## src/rtl/axi_lite_slv_regs_if.sv

```systemverilog
// AXI4-Lite bus bundle between a master and the slave register block.
interface axi_lite_slv_regs_if #(
    parameter int ADDR_W = 4,
    parameter int DATA_W = 32
);
    logic [ADDR_W-1:0]   AWADDR;
    logic                AWVALID;
    logic                AWREADY;
    logic [DATA_W-1:0]   WDATA;
    logic [DATA_W/8-1:0] WSTRB;
    logic                WVALID;
    logic                WREADY;
    logic [1:0]          BRESP;
    logic                BVALID;
    logic                BREADY;
    logic [ADDR_W-1:0]   ARADDR;
    logic                ARVALID;
    logic                ARREADY;
    logic [DATA_W-1:0]   RDATA;
    logic [1:0]          RRESP;
    logic                RVALID;
    logic                RREADY;

    modport master (
        output AWADDR, AWVALID, WDATA, WSTRB, WVALID, BREADY, ARADDR, ARVALID, RREADY,
        input  AWREADY, WREADY, BRESP, BVALID, ARREADY, RDATA, RRESP, RVALID
    );

    modport slave (
        input  AWADDR, AWVALID, WDATA, WSTRB, WVALID, BREADY, ARADDR, ARVALID, RREADY,
        output AWREADY, WREADY, BRESP, BVALID, ARREADY, RDATA, RRESP, RVALID
    );
endinterface

```

## src/rtl/axi_lite_slv_regs.sv

```systemverilog
// AXI4-Lite slave with four 32-bit words: a read-only result word, two
// read/write operand registers and a read-only status word.
// AW and W are buffered independently; a write commits once both are held.
module axi_lite_slv_regs #(
    parameter int C_ADDR_WIDTH = 4,
    parameter int C_DATA_WIDTH = 32
) (
    input  logic                    CLK,
    input  logic                    RSTn,
    axi_lite_slv_regs_if.slave      s_axi,
    input  logic [C_DATA_WIDTH-1:0] slv_reg0,
    input  logic [3:0]              status_in,
    output logic [C_DATA_WIDTH-1:0] slv_reg1,
    output logic [C_DATA_WIDTH-1:0] slv_reg2
);
    localparam int          NB     = C_DATA_WIDTH / 8;
    localparam logic [1:0]  OKAY   = 2'b00;
    localparam logic [1:0]  SLVERR = 2'b10;

    // Write-side state
    logic                    aw_full_q, aw_full_d;
    logic [1:0]              aw_idx_q, aw_idx_d;
    logic                    w_full_q, w_full_d;
    logic [C_DATA_WIDTH-1:0] w_data_q, w_data_d;
    logic [NB-1:0]           w_strb_q, w_strb_d;
    logic                    bvalid_q, bvalid_d;
    logic [1:0]              bresp_q, bresp_d;
    logic                    awready_q, awready_d;
    logic                    wready_q, wready_d;
    // Read-side state
    logic                    rvalid_q, rvalid_d;
    logic [C_DATA_WIDTH-1:0] rdata_q, rdata_d;
    logic [1:0]              rresp_q, rresp_d;
    logic                    arready_q, arready_d;
    // Operand storage
    logic [C_DATA_WIDTH-1:0] reg1_q, reg1_d;
    logic [C_DATA_WIDTH-1:0] reg2_q, reg2_d;

    // Byte-lane merge of new write data into an existing register value
    function automatic logic [C_DATA_WIDTH-1:0] merge_bytes(
        input logic [C_DATA_WIDTH-1:0] old_v,
        input logic [C_DATA_WIDTH-1:0] new_v,
        input logic [NB-1:0]           strb
    );
        logic [C_DATA_WIDTH-1:0] r;
        r = old_v;
        for (int b = 0; b < NB; b++)
            if (strb[b]) r[8*b +: 8] = new_v[8*b +: 8];
        return r;
    endfunction

    // Write channel: buffer AW/W, commit when both present, hold B until taken
    always_comb begin
        aw_full_d = aw_full_q;
        aw_idx_d  = aw_idx_q;
        w_full_d  = w_full_q;
        w_data_d  = w_data_q;
        w_strb_d  = w_strb_q;
        bvalid_d  = bvalid_q;
        bresp_d   = bresp_q;
        reg1_d    = reg1_q;
        reg2_d    = reg2_q;

        if (bvalid_q && s_axi.BREADY) bvalid_d = 1'b0;

        if (s_axi.AWVALID && awready_q) begin
            aw_full_d = 1'b1;
            aw_idx_d  = s_axi.AWADDR[3:2];
        end
        if (s_axi.WVALID && wready_q) begin
            w_full_d = 1'b1;
            w_data_d = s_axi.WDATA;
            w_strb_d = s_axi.WSTRB;
        end

        // Both buffers only fill while BVALID is low, so no response is pending here
        if (aw_full_q && w_full_q) begin
            aw_full_d = 1'b0;
            w_full_d  = 1'b0;
            bvalid_d  = 1'b1;
            bresp_d   = OKAY;
            case (aw_idx_q)
                2'd1:    reg1_d  = merge_bytes(reg1_q, w_data_q, w_strb_q);
                2'd2:    reg2_d  = merge_bytes(reg2_q, w_data_q, w_strb_q);
                default: bresp_d = SLVERR;  // read-only words
            endcase
        end

        // Ready flops look at next state so they drop the cycle a buffer fills
        awready_d = !aw_full_d && !bvalid_d;
        wready_d  = !w_full_d  && !bvalid_d;
    end

    // Read channel: one outstanding read, data sampled from current (pre-commit) values
    always_comb begin
        rvalid_d = rvalid_q;
        rdata_d  = rdata_q;
        rresp_d  = OKAY;

        if (rvalid_q && s_axi.RREADY) rvalid_d = 1'b0;

        if (s_axi.ARVALID && arready_q) begin
            rvalid_d = 1'b1;
            case (s_axi.ARADDR[3:2])
                2'd0:    rdata_d = slv_reg0;
                2'd1:    rdata_d = reg1_q;
                2'd2:    rdata_d = reg2_q;
                default: rdata_d = {{(C_DATA_WIDTH-4){1'b0}}, status_in};
            endcase
        end

        arready_d = !rvalid_d;
    end

    // State registers with synchronous active-low reset
    always_ff @(posedge CLK) begin
        if (!RSTn) begin
            aw_full_q <= 1'b0;
            aw_idx_q  <= '0;
            w_full_q  <= 1'b0;
            w_data_q  <= '0;
            w_strb_q  <= '0;
            bvalid_q  <= 1'b0;
            bresp_q   <= OKAY;
            awready_q <= 1'b0;
            wready_q  <= 1'b0;
            rvalid_q  <= 1'b0;
            rdata_q   <= '0;
            rresp_q   <= OKAY;
            arready_q <= 1'b0;
            reg1_q    <= '0;
            reg2_q    <= '0;
        end else begin
            aw_full_q <= aw_full_d;
            aw_idx_q  <= aw_idx_d;
            w_full_q  <= w_full_d;
            w_data_q  <= w_data_d;
            w_strb_q  <= w_strb_d;
            bvalid_q  <= bvalid_d;
            bresp_q   <= bresp_d;
            awready_q <= awready_d;
            wready_q  <= wready_d;
            rvalid_q  <= rvalid_d;
            rdata_q   <= rdata_d;
            rresp_q   <= rresp_d;
            arready_q <= arready_d;
            reg1_q    <= reg1_d;
            reg2_q    <= reg2_d;
        end
    end

    assign s_axi.AWREADY = awready_q;
    assign s_axi.WREADY  = wready_q;
    assign s_axi.BVALID  = bvalid_q;
    assign s_axi.BRESP   = bresp_q;
    assign s_axi.ARREADY = arready_q;
    assign s_axi.RVALID  = rvalid_q;
    assign s_axi.RDATA   = rdata_q;
    assign s_axi.RRESP   = rresp_q;
    assign slv_reg1      = reg1_q;
    assign slv_reg2      = reg2_q;
endmodule

```

## src/flat_wrapper.sv

```systemverilog
// flat-port wrapper written by rule: the top's interface ports become plain ports
module axi_lite_slv_regs_flat 
#(
    parameter int C_ADDR_WIDTH = 4,
    parameter int C_DATA_WIDTH = 32
)
  (CLK, RSTn, slv_reg0, status_in, slv_reg1, slv_reg2, s_axi_AWADDR, s_axi_AWVALID, s_axi_WDATA, s_axi_WSTRB, s_axi_WVALID, s_axi_BREADY, s_axi_ARADDR, s_axi_ARVALID, s_axi_RREADY, s_axi_AWREADY, s_axi_WREADY, s_axi_BRESP, s_axi_BVALID, s_axi_ARREADY, s_axi_RDATA, s_axi_RRESP, s_axi_RVALID);
  axi_lite_slv_regs_if #(.ADDR_W(4), .DATA_W(32)) s_axi_i ();
  input  logic CLK;
  input  logic RSTn;
  input  logic [C_DATA_WIDTH-1:0] slv_reg0;
  input  logic [3:0] status_in;
  output logic [C_DATA_WIDTH-1:0] slv_reg1;
  output logic [C_DATA_WIDTH-1:0] slv_reg2;
  input wire logic [$bits(s_axi_i.AWADDR)-1:0] s_axi_AWADDR;
  input wire logic [$bits(s_axi_i.AWVALID)-1:0] s_axi_AWVALID;
  input wire logic [$bits(s_axi_i.WDATA)-1:0] s_axi_WDATA;
  input wire logic [$bits(s_axi_i.WSTRB)-1:0] s_axi_WSTRB;
  input wire logic [$bits(s_axi_i.WVALID)-1:0] s_axi_WVALID;
  input wire logic [$bits(s_axi_i.BREADY)-1:0] s_axi_BREADY;
  input wire logic [$bits(s_axi_i.ARADDR)-1:0] s_axi_ARADDR;
  input wire logic [$bits(s_axi_i.ARVALID)-1:0] s_axi_ARVALID;
  input wire logic [$bits(s_axi_i.RREADY)-1:0] s_axi_RREADY;
  output wire logic [$bits(s_axi_i.AWREADY)-1:0] s_axi_AWREADY;
  output wire logic [$bits(s_axi_i.WREADY)-1:0] s_axi_WREADY;
  output wire logic [$bits(s_axi_i.BRESP)-1:0] s_axi_BRESP;
  output wire logic [$bits(s_axi_i.BVALID)-1:0] s_axi_BVALID;
  output wire logic [$bits(s_axi_i.ARREADY)-1:0] s_axi_ARREADY;
  output wire logic [$bits(s_axi_i.RDATA)-1:0] s_axi_RDATA;
  output wire logic [$bits(s_axi_i.RRESP)-1:0] s_axi_RRESP;
  output wire logic [$bits(s_axi_i.RVALID)-1:0] s_axi_RVALID;
  assign s_axi_i.AWADDR = s_axi_AWADDR;
  assign s_axi_i.AWVALID = s_axi_AWVALID;
  assign s_axi_i.WDATA = s_axi_WDATA;
  assign s_axi_i.WSTRB = s_axi_WSTRB;
  assign s_axi_i.WVALID = s_axi_WVALID;
  assign s_axi_i.BREADY = s_axi_BREADY;
  assign s_axi_i.ARADDR = s_axi_ARADDR;
  assign s_axi_i.ARVALID = s_axi_ARVALID;
  assign s_axi_i.RREADY = s_axi_RREADY;
  assign s_axi_AWREADY = s_axi_i.AWREADY;
  assign s_axi_WREADY = s_axi_i.WREADY;
  assign s_axi_BRESP = s_axi_i.BRESP;
  assign s_axi_BVALID = s_axi_i.BVALID;
  assign s_axi_ARREADY = s_axi_i.ARREADY;
  assign s_axi_RDATA = s_axi_i.RDATA;
  assign s_axi_RRESP = s_axi_i.RRESP;
  assign s_axi_RVALID = s_axi_i.RVALID;
  axi_lite_slv_regs #(.C_ADDR_WIDTH(C_ADDR_WIDTH), .C_DATA_WIDTH(C_DATA_WIDTH)) u_core (.CLK(CLK), .RSTn(RSTn), .s_axi(s_axi_i), .slv_reg0(slv_reg0), .status_in(status_in), .slv_reg1(slv_reg1), .slv_reg2(slv_reg2));
endmodule
```

## config.mk

```make
export PLATFORM = sky130hd
export DESIGN_NAME = axi_lite_slv_regs_flat
export DESIGN_NICKNAME = d
export VERILOG_FILES = /design/src/rtl/axi_lite_slv_regs_if.sv /design/src/rtl/axi_lite_slv_regs.sv /design/src/flat_wrapper.sv
export SDC_FILE = /design/constraint.sdc
export NUM_CORES = 1
export LEC_CHECK = 0
export ABC_AREA = 1
export CAP_MARGIN = 40
export CORE_MARGIN = 3
export CORE_UTILIZATION = 42
export DETAILED_ROUTE_END_ITERATION = 8
export PLACE_DENSITY = 0.74
export SLEW_MARGIN = 20
export SYNTH_ARGS = -nofsm -noshare
export SYNTH_HDL_FRONTEND = slang
export SYNTH_SLANG_ARGS = --single-unit
export TNS_END_PERCENT = 1
```

## constraint.sdc

```tcl
create_clock -name CLK -period 1.1 [get_ports CLK]
set_input_delay 0.165 -clock CLK [delete_from_list [all_inputs] [get_ports CLK]]
set_output_delay 0.165 -clock CLK [all_outputs]
set_load 0.02 [all_outputs]
```

---- Word level (Yosys, flattened, before mapping) ----
Index checks and enable logic that the tools add are counted.
word-level totals
  flip-flop bits (word level) ............. 143
  bits of input ports ..................... 87
  output and inout bits ................... 105
  logic and storage cells ................. 56
operators by class
  equal/unequal tests ..................... 4
  mux-type cells .......................... 10
  reductions and logical operators ........ 22
operators with widths
  cell                                           number
  one-hot mux 32 bit (3 select lines)            1
  AND reduction 3 bit                            8
  logical AND 1 bit                              8
  two-way mux 1 bit                              8
  == test 2 x 1 -> 1 bit, second input constant  2
  == test 2 bit, second input constant           2
  zero test 1 bit                                4
  zero test 2 bit                                1
  two-way mux 2 bit                              1
  OR reduction 2 bit                             1

---- Longest topological paths before layout ----
  word-level depth ........................ 5
  gate-level depth with buffers ........... 8
  depth with buffers taken out ............ 8

---- Least setup slack after synthesis ----
OpenSTA, ideal clock, no wires.
  kind .................................... reg-to-reg
  start ................................... reg u_core.aw_idx_q[0]
  end ..................................... reg u_core.reg2_q[31], in the netlist u_core.slv_reg2[31]
  library setup time ...................... 0.116 ns
  arrival ................................. 1.050 ns
  required time ........................... 0.984 ns
  setup slack ............................. -0.066 ns
  cell stages (with the launch flop) ...... 9
  path buffers ............................ 0
  clock period less this slack ............ 1.166 ns
  cell sequence ........................... dfxtp_1 inv_1 ha_1 inv_1 nor2_8 nand2_4 clkinv_4 nor2_1 nor2_1
between the ends
  word-level cells in the longest chain between the ends .. 2
RTL lines
  element                               RTL line                  RTL
  start, declared                       axi_lite_slv_regs.sv:22   logic [1:0] aw_idx_q, aw_idx_d;
  start signal, assigned                axi_lite_slv_regs.sv:135  aw_idx_q <= aw_idx_d;
  == test 2 bit                         axi_lite_slv_regs.sv:82   case (aw_idx_q)
  AND reduction 3 bit (no source line)  --
  end signal, assigned                  axi_lite_slv_regs.sv:148  reg2_q <= reg2_d;
  end, declared                         axi_lite_slv_regs.sv:37   logic [C_DATA_WIDTH-1:0] reg2_q, reg2_d;
No other way between the ends.
A chain may end at the register's enable or synchronous reset.

---- Final worst setup path ----
  start ................................... reg u_core.aw_idx_q[0]
  end ..................................... reg u_core.reg2_q[6], in the netlist u_core.slv_reg2[6]
The elaborated chain is that of the path after synthesis.

==> impl_metrics.py <==
metrics = {
    "setup_path": {
        "endpoint": "u_core.slv_reg2[6]",
        "crit_arrival_ns": 1.59,
        "critical_path_peak_fanout": 9,
        "startpoint": "u_core.aw_idx_q[0]",
        "endpoint_kind": "register",
        "crit_path_start_kind": "register",
        "critPathKind": "register to register",
        "rr_startpoint": "u_core.aw_idx_q[0]",
        "ff2ff_setup_slack_ns": -0.18,
        "required_ns": 1.41,
        "reg2reg_depth": 8,
        "regToRegEndpoint": "u_core.slv_reg2[6]",
    },
    "job": {
        "drv_cap": 0,
    },
    "layout": {
        "layout-drive-gt1-share": 0.2854,
        "final_cell_mix": "209 x nor2_1, 169 x buf_4, 103 x dfxtp_1",
        "fillers": 1221,
        "multi_input_area_sq_um": 2616,
        "fin_cells": 1220,
        "area_growth_pct": 51.36,
        "post-route-util": 0.6582,
        "nets": 1121,
        "final_common_cell": "nor2_1",
        "fin_area_sq_um": 8820,
        "antennaDiodeCount": 0,
        "register_area_sq_um": 2894,
    },
    "sta": {
        "setup_viol": 96,
        "report.final.slew_viol_count": 0,
        "fin_crit_sh": 1.162,
        "period_minus_slack_ns": 1.278,
        "setup-tns-final_ns": -10.46,
        "fin_ws_ns": -0.1784,
        "skew_ns": 0.004432,
        "report.final.hold_viol_count": 0,
        "max_freq_mhz": 782.2,
        "grt_setup_unrepaired": "yes",
    },
    "placed_design": {
        "place_area_sq_um": 8366,
        "placed_cells": 1189,
        "hpwl_microns": 13860,
        "port_buffers": 184,
        "globalplace.congestion": 0.8725,
    },
    "logic_synthesis": {
        "synth_top_area_share": 0.4879,
        "synth_area_leaders": "dfxtp_1 49%, nor2_1 13%, nand3_1 7.9%",
        "syn_avg_cell_area_sq_um": 7.451,
        "synth_cells": 782,
        "synth-seq-cells": 142,
        "ys_warn_count": 0,
        "netlist_area_sq_um": 5827,
        "yosysTopAreaCell": "dfxtp_1",
        "yosysSeqAreaShare": 0.4879,
        "synth_cell_types": 23,
    },
    "global_route": {
        "grt_pass1_wl_microns": 27910,
        "antenna_found_initial": 0,
        "grt.total_usage": 0.2373,
        "grt-ovfl-total": 0,
        "grt_max_degree": 51,
        "first_global_vias": 5335,
    },
    "pwr": {
        "ir_drop_uv": 985.9,
        "static-leakage-power_nw": 3.946,
        "power_density_nw_per_um2": 1373,
        "p_total_mw": 12.11,
    },
    "clock_network": {
        "clock_sinks": 142,
        "clk_pin_slew_ns": 0.06,
        "cts-htree-levels": 4,
        "root_buffer": "clkbuf_16",
        "cts_hold_buf": 0,
        "cts_setup_buffers": 0,
        "clock_latency_ns": 0.42,
        "clockBufferDepth": 2,
        "cts_tree": "built",
        "cts_buffers": 17,
    },
    "detailed_routing": {
        "drtIter0Drc": 601,
        "m1WireLength_microns": 8668,
        "vias_per_cell": 4.957,
        "first_pass_iters": 5,
        "met2WireLength_microns": 8478,
        "vias": 6047,
        "routed_wl_microns": 18820,
        "avgRoutedWirePerCell_microns": 15.42,
        "antenna_left": 0,
        "drc": 0,
        "routed.top_layer": "met4",
        "met3WireLength_microns": 1314,
    },
    "status": {
        "outcome": "finished, violations left",
        "violations": "negative setup slack",
    },
    "floorplanning": {
        "die_w_microns": 123.8,
        "core_sq_um": 13400,
        "die_h_microns": 123.8,
        "dieArea_sq_um": 15320,
        "placementRows": 42,
        "initial_core_util": 0.4348,
        "io_pins": 192,
    },
    "worst_hold_path": {
        "hp-class": "input pin to register",
    },
}
==> per-stage QoR <==
step	hold WS [ns]	setup slack, ns
4_1_cts	0.08848	-0.1654
3_3_place_gp	0.4538	-0.5203
2_1_floorplan	0.3138	-0.04757
5_1_grt	0.09268	-0.2663
3_5_place_dp	0.4527	-0.5289
6_report	0.09889	-0.1784
==> logic make-up (layout without fill, tap and decap cells) <==
family,after synthesis,after routing,share of synthesized area
compound gates,147,147,0.1263
simple gates,417,417,0.3092
fa+ha+maj,2,2,0.004294
buf+inv,73,333,0.07172
flops,142,142,0.4879
other cells,1,3,0.0006436
==> cell usage after synthesis, drive strengths merged <==
library cell and instances:
nand3 92, clkinv 10, clkbuf 15, o21ai 108
or2 1, buf 33, ha 2, nor3 2
nand2 110, dfxtp 142, nor2 212, conb 1
inv 15, a21oi 39
==> power by group <==
part | internal (mW) | total, mW | switching [mW]
logic | 0.597 | 1.24 | 0.639
clock network | 3.38 | 5.44 | 2.06
registers | 5.30 | 5.44 | 0.140
==> worst max-delay path, stage by stage (launching register included) <==
cell      delay (ns)
dfxtp_1         0.33
inv_1           0.06
ha_1            0.20
inv_2           0.09
nor2_8          0.06
nand2_4         0.14
clkinv_4        0.10
nor2_1          0.13
nor2_1          0.06
==> routing by layer <==
layer / vias to the layer above / global-route usage
li1: 3053 / -
met4: 0 / 0.07336
met3: 30 / 0.04587
met2: 228 / 0.3545
met1: 2736 / 0.3461
met5: - / 0
==> worst min path at each step <==
| stage | from | endpoint | slack, ns | cells after the start |
|---|---|---|---|---|
| after floorplan | s_axi_WDATA[14] | u_core.w_data_q[14] | 0.31 | 2 |
| after global placement | u_core.s_axi.RDATA[14] | u_core.s_axi.RDATA[14] | 0.45 | 2 |
| after detailed placement | u_core.s_axi.RDATA[16] | u_core.s_axi.RDATA[16] | 0.45 | 2 |
| after CTS | RSTn | u_core.aw_idx_q[0] | 0.09 | 3 |
| after global routing | RSTn | u_core.aw_idx_q[0] | 0.09 | 3 |
| final | RSTn | u_core.aw_idx_q[0] | 0.1 | 3 |
==> final cells by class <==
cell class,instances,share of cell area
well taps,176,0.02497
repair buffers,277,0.2710
inverters,25,0.01546
multi-input cells,569,0.2966
flip-flops and latches,142,0.3281
clock inverters,6,0.006526
clock buffers,25,0.05731
==> sequential cells by signal, summed over array words and instances (netlist names) <==
signal                flops
u_core.s_axi.RDATA       32
u_core.slv_reg1          32
u_core.slv_reg2          32
u_core.w_data_q          32
u_core.w_strb_q           4
u_core.aw_idx_q           2
u_core.aw_full_q          1
u_core.s_axi.ARREADY      1
u_core.s_axi.AWREADY      1
u_core.s_axi.BRESP        1
u_core.s_axi.BVALID       1
u_core.s_axi.RVALID       1
u_core.s_axi.WREADY       1
u_core.w_full_q           1
==> timing repair <==
item / 4_1_cts / 5_1_grt
gates resized for setup: 478 / 99
pin swaps: 3 / 6
setup endpoints to repair: 199 / 178
endpoints found under the hold margin: 0 / 0
(Power assumes the default switching activity.)
